### src/rtl/multicycle_pkg.sv
// rtl/multicycle_pkg.sv - state, select and opcode encodings for the multicycle RV32I sequencer
package multicycle_pkg;

    typedef enum logic [3:0] {
        S_FETCH    = 4'd0,
        S_DECODE   = 4'd1,
        S_MEMADR   = 4'd2,
        S_MEMREAD  = 4'd3,
        S_MEMWB    = 4'd4,
        S_MEMWRITE = 4'd5,
        S_EXECR    = 4'd6,
        S_EXECI    = 4'd7,
        S_ALUWB    = 4'd8,
        S_BRANCH   = 4'd9,
        S_JAL      = 4'd10,
        S_JALR     = 4'd11,
        S_LUI      = 4'd12,
        S_AUIPC    = 4'd13,
        S_TRAP     = 4'd14
    } state_t;

    localparam logic [3:0] ALU_ADD   = 4'b0000;
    localparam logic [3:0] ALU_SUB   = 4'b0001;
    localparam logic [3:0] ALU_AND   = 4'b0010;
    localparam logic [3:0] ALU_OR    = 4'b0011;
    localparam logic [3:0] ALU_XOR   = 4'b0100;
    localparam logic [3:0] ALU_SLT   = 4'b0101;
    localparam logic [3:0] ALU_SLTU  = 4'b0110;
    localparam logic [3:0] ALU_SLL   = 4'b0111;
    localparam logic [3:0] ALU_SRL   = 4'b1000;
    localparam logic [3:0] ALU_SRA   = 4'b1001;
    localparam logic [3:0] ALU_PASSB = 4'b1010;

    localparam logic [1:0] RES_ALUOUT = 2'b00;
    localparam logic [1:0] RES_RDATA  = 2'b01;
    localparam logic [1:0] RES_ALU    = 2'b10;

    localparam logic [1:0] SRCA_PC    = 2'b00;
    localparam logic [1:0] SRCA_OLDPC = 2'b01;
    localparam logic [1:0] SRCA_RS1   = 2'b10;

    localparam logic [1:0] SRCB_RS2   = 2'b00;
    localparam logic [1:0] SRCB_IMM   = 2'b01;
    localparam logic [1:0] SRCB_FOUR  = 2'b10;

    localparam logic [2:0] IMM_I = 3'b000;
    localparam logic [2:0] IMM_S = 3'b001;
    localparam logic [2:0] IMM_B = 3'b010;
    localparam logic [2:0] IMM_J = 3'b011;
    localparam logic [2:0] IMM_U = 3'b100;

    localparam logic [6:0] OP_LOAD   = 7'b0000011;
    localparam logic [6:0] OP_STORE  = 7'b0100011;
    localparam logic [6:0] OP_R      = 7'b0110011;
    localparam logic [6:0] OP_I      = 7'b0010011;
    localparam logic [6:0] OP_BRANCH = 7'b1100011;
    localparam logic [6:0] OP_JAL    = 7'b1101111;
    localparam logic [6:0] OP_JALR   = 7'b1100111;
    localparam logic [6:0] OP_LUI    = 7'b0110111;
    localparam logic [6:0] OP_AUIPC  = 7'b0010111;

endpackage

### src/rtl/multicycle_fsm_alu_decoder.sv
// rtl/multicycle_fsm_alu_decoder.sv - funct3/funct7 to ALU op for register and immediate ALU instructions
module alu_decoder
    import multicycle_pkg::*;
(
    input  logic [2:0] funct3_i,
    input  logic       funct7b5_i,
    input  logic       is_rtype_i,
    output logic [3:0] alu_control_o
);

    always_comb begin
        alu_control_o = ALU_ADD;
        case (funct3_i)
            3'b000:  alu_control_o = (is_rtype_i && funct7b5_i) ? ALU_SUB : ALU_ADD;
            3'b001:  alu_control_o = ALU_SLL;
            3'b010:  alu_control_o = ALU_SLT;
            3'b011:  alu_control_o = ALU_SLTU;
            3'b100:  alu_control_o = ALU_XOR;
            // Shift-right arithmetic is selected by bit 30 for both SRA and SRAI.
            3'b101:  alu_control_o = funct7b5_i ? ALU_SRA : ALU_SRL;
            3'b110:  alu_control_o = ALU_OR;
            default: alu_control_o = ALU_AND;
        endcase
    end

endmodule

### src/rtl/multicycle_fsm.sv
// rtl/multicycle_fsm.sv - multicycle RV32I control sequencer with memory wait states and illegal-opcode trap
module multicycle_fsm
    import multicycle_pkg::*;
#(
    parameter state_t RESET_STATE = S_FETCH
) (
    input  logic        clk,
    input  logic        resetn,
    input  logic [31:0] instr,
    input  logic        zero,
    input  logic        mem_ready,
    output logic        pc_write,
    output logic        adr_src,
    output logic        mem_write,
    output logic        ir_write,
    output logic [1:0]  result_src,
    output logic [1:0]  alu_src_a,
    output logic [1:0]  alu_src_b,
    output logic [3:0]  alu_control,
    output logic [2:0]  imm_src,
    output logic        reg_write,
    output logic        retire,
    output logic        illegal,
    output logic [3:0]  state_o
);

    state_t      state_q, state_d;
    logic [6:0]  opcode;
    logic [2:0]  funct3;
    logic [3:0]  dec_alu;
    logic        unused_instr_bits;

    assign opcode  = instr[6:0];
    assign funct3  = instr[14:12];
    assign state_o = state_q;
    assign unused_instr_bits = ^{instr[31], instr[29:15], instr[11:7]};

    alu_decoder u_alu_decoder (
        .funct3_i      (funct3),
        .funct7b5_i    (instr[30]),
        .is_rtype_i    (state_q == S_EXECR),
        .alu_control_o (dec_alu)
    );

    always_ff @(posedge clk) begin
        if (!resetn) state_q <= RESET_STATE;
        else         state_q <= state_d;
    end

    always_comb begin
        state_d     = state_q;
        pc_write    = 1'b0;
        adr_src     = 1'b0;
        mem_write   = 1'b0;
        ir_write    = 1'b0;
        result_src  = RES_ALUOUT;
        alu_src_a   = SRCA_PC;
        alu_src_b   = SRCB_RS2;
        alu_control = ALU_ADD;
        imm_src     = IMM_I;
        reg_write   = 1'b0;
        retire      = 1'b0;
        illegal     = 1'b0;
        case (state_q)
            S_FETCH: begin
                alu_src_b  = SRCB_FOUR;
                result_src = RES_ALU;
                ir_write   = mem_ready;
                pc_write   = mem_ready;
                if (mem_ready) state_d = S_DECODE;
            end
            S_DECODE: begin
                // Branch/JAL target is precomputed into ALUOut while the opcode is decoded.
                alu_src_a = SRCA_OLDPC;
                alu_src_b = SRCB_IMM;
                imm_src   = (opcode == OP_JAL) ? IMM_J : IMM_B;
                case (opcode)
                    OP_LOAD, OP_STORE: state_d = S_MEMADR;
                    OP_R:              state_d = S_EXECR;
                    OP_I:              state_d = S_EXECI;
                    OP_BRANCH:         state_d = S_BRANCH;
                    OP_JAL:            state_d = S_JAL;
                    OP_JALR:           state_d = S_JALR;
                    OP_LUI:            state_d = S_LUI;
                    OP_AUIPC:          state_d = S_AUIPC;
                    default:           state_d = S_TRAP;
                endcase
            end
            S_MEMADR: begin
                alu_src_a = SRCA_RS1;
                alu_src_b = SRCB_IMM;
                imm_src   = (opcode == OP_STORE) ? IMM_S : IMM_I;
                state_d   = (opcode == OP_STORE) ? S_MEMWRITE : S_MEMREAD;
            end
            S_MEMREAD: begin
                adr_src = 1'b1;
                if (mem_ready) state_d = S_MEMWB;
            end
            S_MEMWB: begin
                result_src = RES_RDATA;
                reg_write  = 1'b1;
                retire     = 1'b1;
                state_d    = S_FETCH;
            end
            S_MEMWRITE: begin
                adr_src   = 1'b1;
                mem_write = 1'b1;
                retire    = mem_ready;
                if (mem_ready) state_d = S_FETCH;
            end
            S_EXECR: begin
                alu_src_a   = SRCA_RS1;
                alu_control = dec_alu;
                state_d     = S_ALUWB;
            end
            S_EXECI: begin
                alu_src_a   = SRCA_RS1;
                alu_src_b   = SRCB_IMM;
                alu_control = dec_alu;
                state_d     = S_ALUWB;
            end
            S_ALUWB: begin
                reg_write = 1'b1;
                retire    = 1'b1;
                state_d   = S_FETCH;
            end
            S_BRANCH: begin
                alu_src_a   = SRCA_RS1;
                retire      = 1'b1;
                alu_control = funct3[2] ? (funct3[1] ? ALU_SLTU : ALU_SLT) : ALU_SUB;
                state_d     = S_FETCH;
                case (funct3)
                    3'b000, 3'b101, 3'b111: pc_write = zero;
                    3'b001, 3'b100, 3'b110: pc_write = !zero;
                    default:                state_d  = S_TRAP;
                endcase
            end
            S_JAL: begin
                alu_src_a = SRCA_OLDPC;
                alu_src_b = SRCB_FOUR;
                pc_write  = 1'b1;
                state_d   = S_ALUWB;
            end
            S_JALR: begin
                alu_src_a = SRCA_RS1;
                alu_src_b = SRCB_IMM;
                state_d   = S_JAL;
            end
            S_LUI: begin
                alu_src_b   = SRCB_IMM;
                imm_src     = IMM_U;
                alu_control = ALU_PASSB;
                state_d     = S_ALUWB;
            end
            S_AUIPC: begin
                alu_src_a = SRCA_OLDPC;
                alu_src_b = SRCB_IMM;
                imm_src   = IMM_U;
                state_d   = S_ALUWB;
            end
            S_TRAP: begin
                illegal = 1'b1;
            end
            default: state_d = RESET_STATE;
        endcase
        if (!resetn) begin
            pc_write    = 1'b0;
            adr_src     = 1'b0;
            mem_write   = 1'b0;
            ir_write    = 1'b0;
            result_src  = 2'b00;
            alu_src_a   = 2'b00;
            alu_src_b   = 2'b00;
            alu_control = 4'b0000;
            imm_src     = 3'b000;
            reg_write   = 1'b0;
            retire      = 1'b0;
            illegal     = 1'b0;
        end
    end

endmodule
### config.mk
export PLATFORM = sky130hd
export DESIGN_NAME = multicycle_fsm
export DESIGN_NICKNAME = d
export VERILOG_FILES = /design/src/rtl/multicycle_pkg.sv /design/src/rtl/multicycle_fsm_alu_decoder.sv /design/src/rtl/multicycle_fsm.sv
export SDC_FILE = /design/constraint.sdc
export NUM_CORES = 1
export LEC_CHECK = 0
export BUFFER_PORTS_ARGS = -buffer_cell sky130_fd_sc_hd__buf_2
export CAP_MARGIN = 20
export CORE_ASPECT_RATIO = 1.2
export CORE_MARGIN = 2
export CORE_UTILIZATION = 34
export DETAILED_ROUTE_END_ITERATION = 6
export PLACE_DENSITY = 0.81
export SYNTH_ARGS = -nofsm -noshare
export SYNTH_HDL_FRONTEND = slang
export SYNTH_HIERARCHICAL = 1
export SYNTH_SLANG_ARGS = --single-unit
### constraint.sdc
create_clock -name clk -period 1.5 [get_ports clk]
set_clock_uncertainty 0.05 [all_clocks]
set_input_delay 0.225 -clock clk [delete_from_list [all_inputs] [get_ports clk]]
set_output_delay 0.225 -clock clk [all_outputs]
set_load 0.01 [all_outputs]
==> results of run 1 <==
worst paths after layout:
kind                             endpoint  slack [ps]  cells past startpoint
setup / recovery                 pc_write        -540                      5
hold / removal    state_o[3]$_SDFFE_PN0P_         400                      3
setup reg to reg  state_o[0]$_SDFFE_PN0P_        -290                      6
hold reg to reg   state_o[3]$_SDFFE_PN0P_         790                      4
synth_stat cells, types with 2 or more instances:
cell type | n | share of area [%]
inv_1 | 2 | 0.83
nand3b_1 | 3 | 2.5
nor2_1 | 18 | 7.4
dfxtp_1 | 4 | 8.8
nand4_1 | 2 | 1.4
nor3b_1 | 2 | 1.7
mux2i_1 | 2 | 2.2
and2b_1 | 2 | 1.7
mux2_2 | 2 | 2.5
nor3_1 | 6 | 3.3
and3b_1 | 2 | 1.9
a211oi_1 | 3 | 2.5
buf_2 | 5 | 2.8
xor2_1 | 2 | 1.9
o21ai_0 | 3 | 1.7
a221o_1 | 2 | 2.2
nand2_1 | 10 | 4.1
a21oi_1 | 9 | 5.0
nor2b_1 | 5 | 3.4
a22oi_1 | 5 | 4.1
nand2b_1 | 7 | 4.8
cell families (layout without fill, tap and decap cells):
family | after synthesis | count (layout) | share of synthesized area (%)
flops | 4 | 4 | 8.83
xor+xnor | 3 | 3 | 2.90
simple gates | 73 | 73 | 49.0
mux | 4 | 4 | 4.69
compound gates | 36 | 36 | 29.0
buf+inv | 10 | 99 | 5.65
worst max-delay path, stage by stage, from the launching register on:
cell	delay [ps]
dfxtp_2	340
nor2b_4	140
nor4_4	310
or4b_4	500
a21oi_2	110
buf_2	130
power groups by stage:
stage	registers [W]	logic, W	clock network [W]
2_1_floorplan	0.000213	0.000819	0
3_3_place_gp	0.000202	0.00141	0
3_5_place_dp	0.000204	0.00145	0
4_1_cts	0.000213	0.00180	0.000153
5_1_grt	0.000220	0.00222	0.000157
6_report	0.000216	0.00209	0.000142
area by class of cell:
type | count | area share [%]
clock buffer | 4 | 1.47
inverter | 3 | 0.629
sequential | 4 | 5.03
multi-input combinational | 116 | 53.4
tap | 33 | 2.31
timing repair buffer | 92 | 37.1
through the flow:
step | power (W) | hold WS, ps | util, %
3_5_place_dp | 0.00166 | 614 | 57.1
5_1_grt | 0.00259 | 416 | 70.8
2_1_floorplan | 0.00103 | 293 | -
3_3_place_gp | 0.00161 | 617 | 57.1
4_1_cts | 0.00217 | 373 | 66.4
6_report | 0.00245 | 397 | 70.8
metal layers:
layer  GRT usage, %  wire [um]  vias to the layer above
li1               -          -                      667
met1           29.6       1650                      674
met2           49.2       2190                       92
met3           2.46        300                       15
met4           12.7        120                        0
met5              0          0                        -
repair_timing:
action                                  4_1_cts  5_1_grt
pin swaps                                    17        8
resized for setup                            34       17
endpoints found under the setup margin       22       22
setup buffers                                11        4
hold endpoints to repair                      0        0
==> results_dict.tcl, run 1 <==
set metrics [dict create \
    yosysWarningCount 6 \
    multiInputGateArea_um2 956 \
    fp.coreArea_um2 2530 \
    place_hpwl_mm 2.61 \
    power_density_nw_per_um2 1370 \
    drtAntennaViolNets 0 \
    clk_pin_slew_ps 40 \
    nets 256 \
    fillers 169 \
    drv_slew 0 \
    ys.flop_type "dfxtp_1" \
    drt_pass1_iterations 4 \
    fin_ws_ps -544 \
    largest_reg_flops 4 \
    start_util_pct 35.9 \
    grt_antenna_before_repair 0 \
    viasPerCell 5.75 \
    cts_root_buf "clkbuf_4" \
    first_iter_violations 51 \
    dieArea_um2 3100 \
    arrival_ps 1770 \
    period_share_pct 136 \
    synth_cell_types 55 \
    synth.net_count 166 \
    globalplace.congestion 0.898 \
    swShare_pct 44.4 \
    rsz0062_at_grt "true" \
    crit_path_start "state_o[1]$_SDFFE_PN0P_" \
    clock_latency_ps 230 \
    end_kind "output port" \
    die_height_um 60.6 \
    synth_edf_count 0 \
    io_buffers 38 \
    cts_inserted_buffers 3 \
    die_w_um 51.2 \
    tns_ps -5460 \
    syn_area_per_cell_um2 6.98 \
    synthesis.area_um2 907 \
    critPathLaunchType "flop" \
    cts_tree "done" \
    gr-total-overflow 0 \
    comb_power_share_pct 85.4 \
    timing.fmax_mhz 489 \
    drive_gt1_share_pct 64.4 \
    max-clock-path-buffers 2 \
    yosysSeqAreaShare_pct 8.83 \
    rows 20 \
    finalWirelength_mm 4.26 \
    p_seq_share_pct 8.8 \
    io-pin-count 60 \
    postCtsHoldBufs 0 \
    violations "setup timing" \
    switchingPower_w 0.00109 \
    status "complete, but fails checks" \
    worstReg2RegStart "state_o[3]$_SDFFE_PN0P_" \
    p_int_w 0.00136 \
    synthesis.instances 130 \
    max-vdd-ir-drop_mv 0.863 \
    worstPathRequired_ps 1220 \
    hold_class "input port to flop" \
    setup_viol 22 \
    worst-slew-pin-transition_ps 499 \
    seq_area_um2 90.1 \
    layout_commonest_cell "buf_4" \
    hold_viol 0 \
    async_flop_share_pct 0 \
    crit_fanout 6 \
    grt_pass1_wl_mm 6.19 \
    post-route-drc-count 0 \
    hold_start "instr[3]" \
    clkPwrFrac_pct 5.8 \
    postLayoutCellArea_um2 1790 \
    pre_cts_slack_ps -273 \
    mostFrequentLayoutCells "buf_4 (40), buf_2 (38), nor2_1 (14)" \
    maxSlewHeadroom_pct 66.2 \
    leakage_nw 0.819 \
    htreeDepth 1 \
    syn_to_final_growth_pct 97.2 \
    period_needed_ps 2040 \
    placed_area_um2 1440 \
    maxCapViolCount 0 \
    crit_type "flop to output port" \
    grtUsageTotal_pct 26.2 \
    cts_sinks 4 \
    fin_cells 252 \
    ys_seq_elements 4 \
    grt_max_degree 14 \
    vias 1448 \
    dpl.cell_count 234 \
    wl_per_cell_um 16.9 \
    first_global_vias 1412 \
    n_antenna_cell 0 \
]
(Power assumes the default switching activity.)
==> inputs of run 2 (changes only) <==
==> constraint.sdc (replaced) <==
create_clock -name clk -period 1.5 [get_ports clk]
set_clock_uncertainty 0.05 [all_clocks]
set_input_delay 0.375 -clock clk [delete_from_list [all_inputs] [get_ports clk]]
set_output_delay 0.375 -clock clk [all_outputs]
set_load 0.01 [all_outputs]
==> run 2 against run 1 <==
Net effect: the run still ends with setup timing left; register-to-register slack gained 100 ps; global-route usage shrank 2.9 points; cell count grew 3.2%; critical endpoint is now imm_src[0].
==> results_dict.tcl, run 2 (synthesis gave the netlist of run 1 again) <==
set metrics [dict create \
    io_buffers 38 \
    switchingPower_w 0.00109 \
    grt_max_degree 16 \
    fillers 188 \
    period_share_pct 144 \
    drtAntennaViolNets 0 \
    layout_commonest_cell "buf_4" \
    postCtsHoldBufs 0 \
    status "complete, but fails checks" \
    fin_hold_ws_ps 552 \
    nets 264 \
    first_iter_violations 67 \
    clk_pin_slew_ps 50 \
    cts_tree "done" \
    clkPwrFrac_pct 6.3 \
    n_antenna_cell 0 \
    gr-total-overflow 0 \
    seq_area_um2 92.6 \
    crit_type "flop to output port" \
    violations "setup timing" \
    max-clock-path-buffers 2 \
    fin_util_pct 73.1 \
    grt_pass1_wl_mm 5.51 \
    comb_power_share_pct 85.0 \
    drive_gt1_share_pct 63.9 \
    cts_inserted_buffers 3 \
    largest_reg_flops 4 \
    setup_viol 23 \
    maxCapViolCount 0 \
    viasPerCell 5.63 \
    grtUsageTotal_pct 23.3 \
    htreeDepth 1 \
    grt_antenna_before_repair 0 \
    power_density_nw_per_um2 1370 \
    rows 20 \
    io-pin-count 60 \
    die_height_um 60.6 \
    fin_ws_ps -656 \
    max-vdd-ir-drop_mv 0.766 \
    multiInputGateArea_um2 945 \
    clock_latency_ps 250 \
    end_kind "output port" \
    vias 1463 \
    post-route-drc-count 0 \
    p_int_w 0.00144 \
    finalWirelength_mm 4.09 \
    critPathLaunchType "flop" \
    worst-slew-pin-transition_ps 400 \
    tns_ps -8980 \
    start_util_pct 35.9 \
    hold_viol 0 \
    hold_class "input port to flop" \
    arrival_ps 1730 \
    mostFrequentLayoutCells "buf_4 (54), buf_2 (34), nor2_1 (14)" \
    rsz0062_at_grt "true" \
    drv_slew 0 \
    p_seq_share_pct 8.8 \
    swShare_pct 43.0 \
    drt_pass1_iterations 4 \
    maxSlewHeadroom_pct 72.6 \
    timing.fmax_mhz 464 \
    crit_fanout 8 \
    first_global_vias 1282 \
    leakage_nw 0.863 \
    syn_to_final_growth_pct 104 \
    wl_per_cell_um 15.7 \
    die_w_um 51.2 \
    cts_sinks 4 \
    fp.coreArea_um2 2530 \
    cts_root_buf "clkbuf_4" \
    globalplace.congestion 0.957 \
    dieArea_um2 3100 \
    worstPathRequired_ps 1070 \
    period_needed_ps 2160 \
    pre_cts_slack_ps -419 \
    place_hpwl_mm 2.65 \
]
## run 2: worst max-delay path, cell delays in order, from the launching register on
cell and delay [ps]:
dfxtp_4 370, and2b_1 230, nand2_2 80, or4_4 480
a21oi_2 160, buf_2 150
## run 2: routing by layer
metal	vias up	global-route usage, %	share of wire, %
li1	689	-	-
met1	679	26.2	39
met2	76	45.3	51
met3	19	1.72	6.4
met4	0	9.65	3.7
met5	-	0	0
## run 2: worst paths after layout
check / start / endpoint / slack [ps] / cells after the start
worst min-delay path: resetn / state_o[1]$_SDFFE_PN0P_ / 550 / 3
worst min register to register: state_o[0]$_SDFFE_PN0P_ / state_o[3]$_SDFFE_PN0P_ / 780 / 4
worst max-delay path: state_o[3]$_SDFFE_PN0P_ / imm_src[0] / -660 / 5
worst max register to register: state_o[2]$_SDFFE_PN0P_ / state_o[0]$_SDFFE_PN0P_ / -190 / 7
## run 2: cell type report
class                   count  area share (%)
clock buffers               4            1.42
inverters                   3           0.609
multi-input cells         116            51.1
flip-flops and latches      4            5.01
well taps                  33            2.23
repair buffers            100            39.6
## run 2: power by group through the flow
stage	clock, W	combinational, W	sequential (W)
3_5_place_dp	0	0.00152	0.000215
3_3_place_gp	0	0.00150	0.000211
4_1_cts	0.000153	0.00165	0.000219
5_1_grt	0.000167	0.00228	0.000227
6_report	0.000158	0.00215	0.000222
2_1_floorplan	0	0.000877	0.000214
## run 2: what timing repair did
item	in CTS	in global routing
pin swaps	2	9
gates resized for setup	17	25
buffers inserted	3	15
setup endpoints to repair	23	23
## run 2: through the flow
stage          power, W  cell area, um2  instances
2_1_floorplan   0.00109             996        130
3_3_place_gp    0.00171            1520        240
3_5_place_dp    0.00174            1520        240
4_1_cts         0.00202            1640        247
5_1_grt         0.00267            1850        260
6_report        0.00253            1850        260
==> inputs of run 3 (changes only) <==
Settings changed: PLACE_DENSITY 0.81 to 0.78, SYNTH_HIERARCHICAL 1 to default.
Clock period 1.5 ns to 2.8 ns, I/O delays scaled along.
==> run 3 against run 2 <==
Net effect: the run now ends clean; critical path depth up 1; combinational power shrank 80%; first-iteration DRC count is 61% lower; power decreased by 77%; worst setup slack improved by 780 ps; die area is 1.4% lower.
==> results_dict.tcl, run 3 <==
set metrics [dict create \
    rows 20 \
    cts_tree "done" \
    vias 1150 \
    nets 209 \
    leakage_nw 0.500 \
    synth.net_count 173 \
    grt_pass1_wl_mm 4.24 \
    cts_sinks 4 \
    synth_cell_types 46 \
    maxSlewHeadroom_pct 65.5 \
    fin_hold_ws_ps 741 \
    worst-slew-pin-transition_ps 512 \
    io-pin-count 60 \
    finalWirelength_mm 2.52 \
    grtUsageTotal_pct 17.5 \
    clock_latency_ps 230 \
    first_iter_violations 26 \
    die_height_um 60.2 \
    first_global_vias 987 \
    start_util_pct 35.3 \
    yosys.area.top_type_share_pct 8.96 \
    period_needed_ps 2680 \
    yosys-top-cells-area "dfxtp_1 (9.0%), nand2b_1 (5.6%), nand2_1 (5.5%)" \
    crit_type "input port to output port" \
    hold_class "flop to flop" \
    crit_fanout 4 \
    layout_commonest_cell "buf_2" \
    power_density_nw_per_um2 524 \
    place_hpwl_mm 1.98 \
    setup_viol 0 \
    htreeDepth 1 \
    drtAntennaViolNets 0 \
    grt_antenna_before_repair 0 \
    worstPathRequired_ps 2050 \
    io_buffers 38 \
    cts.repair.resized 0 \
    yosys-top-cells-count "nand2_1 (13), nor2_1 (13), a21oi_1 (8), nand2b_1 (8)" \
    clk_pin_slew_ps 30 \
    yosysWarningCount 0 \
    yosysSeqAreaShare_pct 8.96 \
    grt_max_degree 24 \
    viasPerCell 5.64 \
    drt_pass1_iterations 4 \
    largest_reg_flops 4 \
    syn_to_final_growth_pct 26.5 \
    fp.coreArea_um2 2530 \
    synth_edf_count 0 \
    ys_seq_elements 4 \
    die_w_um 50.8 \
    ys.flop_type "dfxtp_1" \
    drv_slew 0 \
    timing.fmax_mhz 373 \
    post-route-drc-count 0 \
    cts_root_buf "clkbuf_4" \
    dieArea_um2 3060 \
    max-clock-path-buffers 2 \
    mostFrequentLayoutCells "buf_2 (38), nor2_1 (13), nand2_1 (13)" \
    arrival_ps 1930 \
    syn_area_per_cell_um2 6.52 \
    async_flop_share_pct 0 \
    synth_top_area_cell "dfxtp_1" \
    cts_setup_buffers 0 \
    cts_inserted_buffers 3 \
    hold_viol 0 \
    rsz0062_at_grt "false" \
    n_antenna_cell 0 \
    globalplace.congestion 0.879 \
    synthesis.instances 137 \
    critPathLaunchType "input port" \
    end_kind "output port" \
    gr-total-overflow 0 \
    period_share_pct 95.7 \
    maxCapViolCount 0 \
    synthesis.area_um2 893 \
    fillers 298 \
    postCtsHoldBufs 0 \
    wl_per_cell_um 12.3 \
    drive_gt1_share_pct 27.5 \
    max-vdd-ir-drop_mv 0.223 \
    tns_ps 0 \
    status "finished, final reports clean" \
]
[run 3: per-stage QoR]
step                      power (W)  area (um2)  utilization (%)  worst slack [ps]  instances
final                      0.000592        1130             44.7               121        204
after global routing       0.000650        1130             44.7              44.8        204
after CTS                  0.000593        1130             44.7               117        204
after detailed placement   0.000521        1110             43.8               124        201
after global placement     0.000516        1110             43.8               110        201
after floorplan            0.000395         893                -               354        137
[run 3: kinds of logic (layout without fill, tap and decap cells)]
group / Yosys count / after routing / share of synthesized area [%]
XOR/XNOR: 3 / 3 / 2.94
AND/OR/NAND/NOR: 72 / 72 / 45.9
multiplexers: 3 / 3 / 3.50
AO/OA/AOI/OAI: 40 / 40 / 31.7
flip-flops: 4 / 4 / 8.96
buffers and inverters: 15 / 49 / 7.00
[run 3: routing by layer]
metal  track usage, %  share of wire (%)
met1             21.6                 43
met2             30.3                 51
met3             3.50                4.8
met4             6.18                1.4
met5                0                  0
[run 3: layout make-up]
| cell class | instances | area (um2) | area share [%] |
|---|---|---|---|
| multi-input cells | 118 | 751 | 66.4 |
| repair buffers | 42 | 220 | 19.5 |
| flip-flops and latches | 4 | 80.1 | 7.09 |
| well taps | 33 | 41.3 | 3.65 |
| clock buffers | 3 | 22.5 | 1.99 |
| inverters | 4 | 15.0 | 1.33 |
[run 3: worst paths after layout]
path,end,cells past startpoint,slack (ps),startpoint
hold / removal,state_o[3]$_SDFFE_PN0P_,3,740,state_o[0]$_SDFFE_PN0P_
hold reg to reg,state_o[3]$_SDFFE_PN0P_,3,740,state_o[0]$_SDFFE_PN0P_
setup reg to reg,state_o[2]$_SDFFE_PN0P_,4,1180,state_o[0]$_SDFFE_PN0P_
setup / recovery,imm_src[0],6,120,instr[3]
[run 3: report_power, final]
part	switching, W	internal (W)	leakage [nW]
Combinational	0.000246	0.000178	0.453
Sequential	0.0000286	0.0000719	0.0328
Clock	0.0000196	0.0000477	0.0138
Total	0.000294	0.000298	0.500
[run 3: critical path, stage by stage]
cell,delay (ps)
buf_2,120
and3b_1,260
nand4b_1,120
or4_1,440
a21oi_1,130
buf_2,150
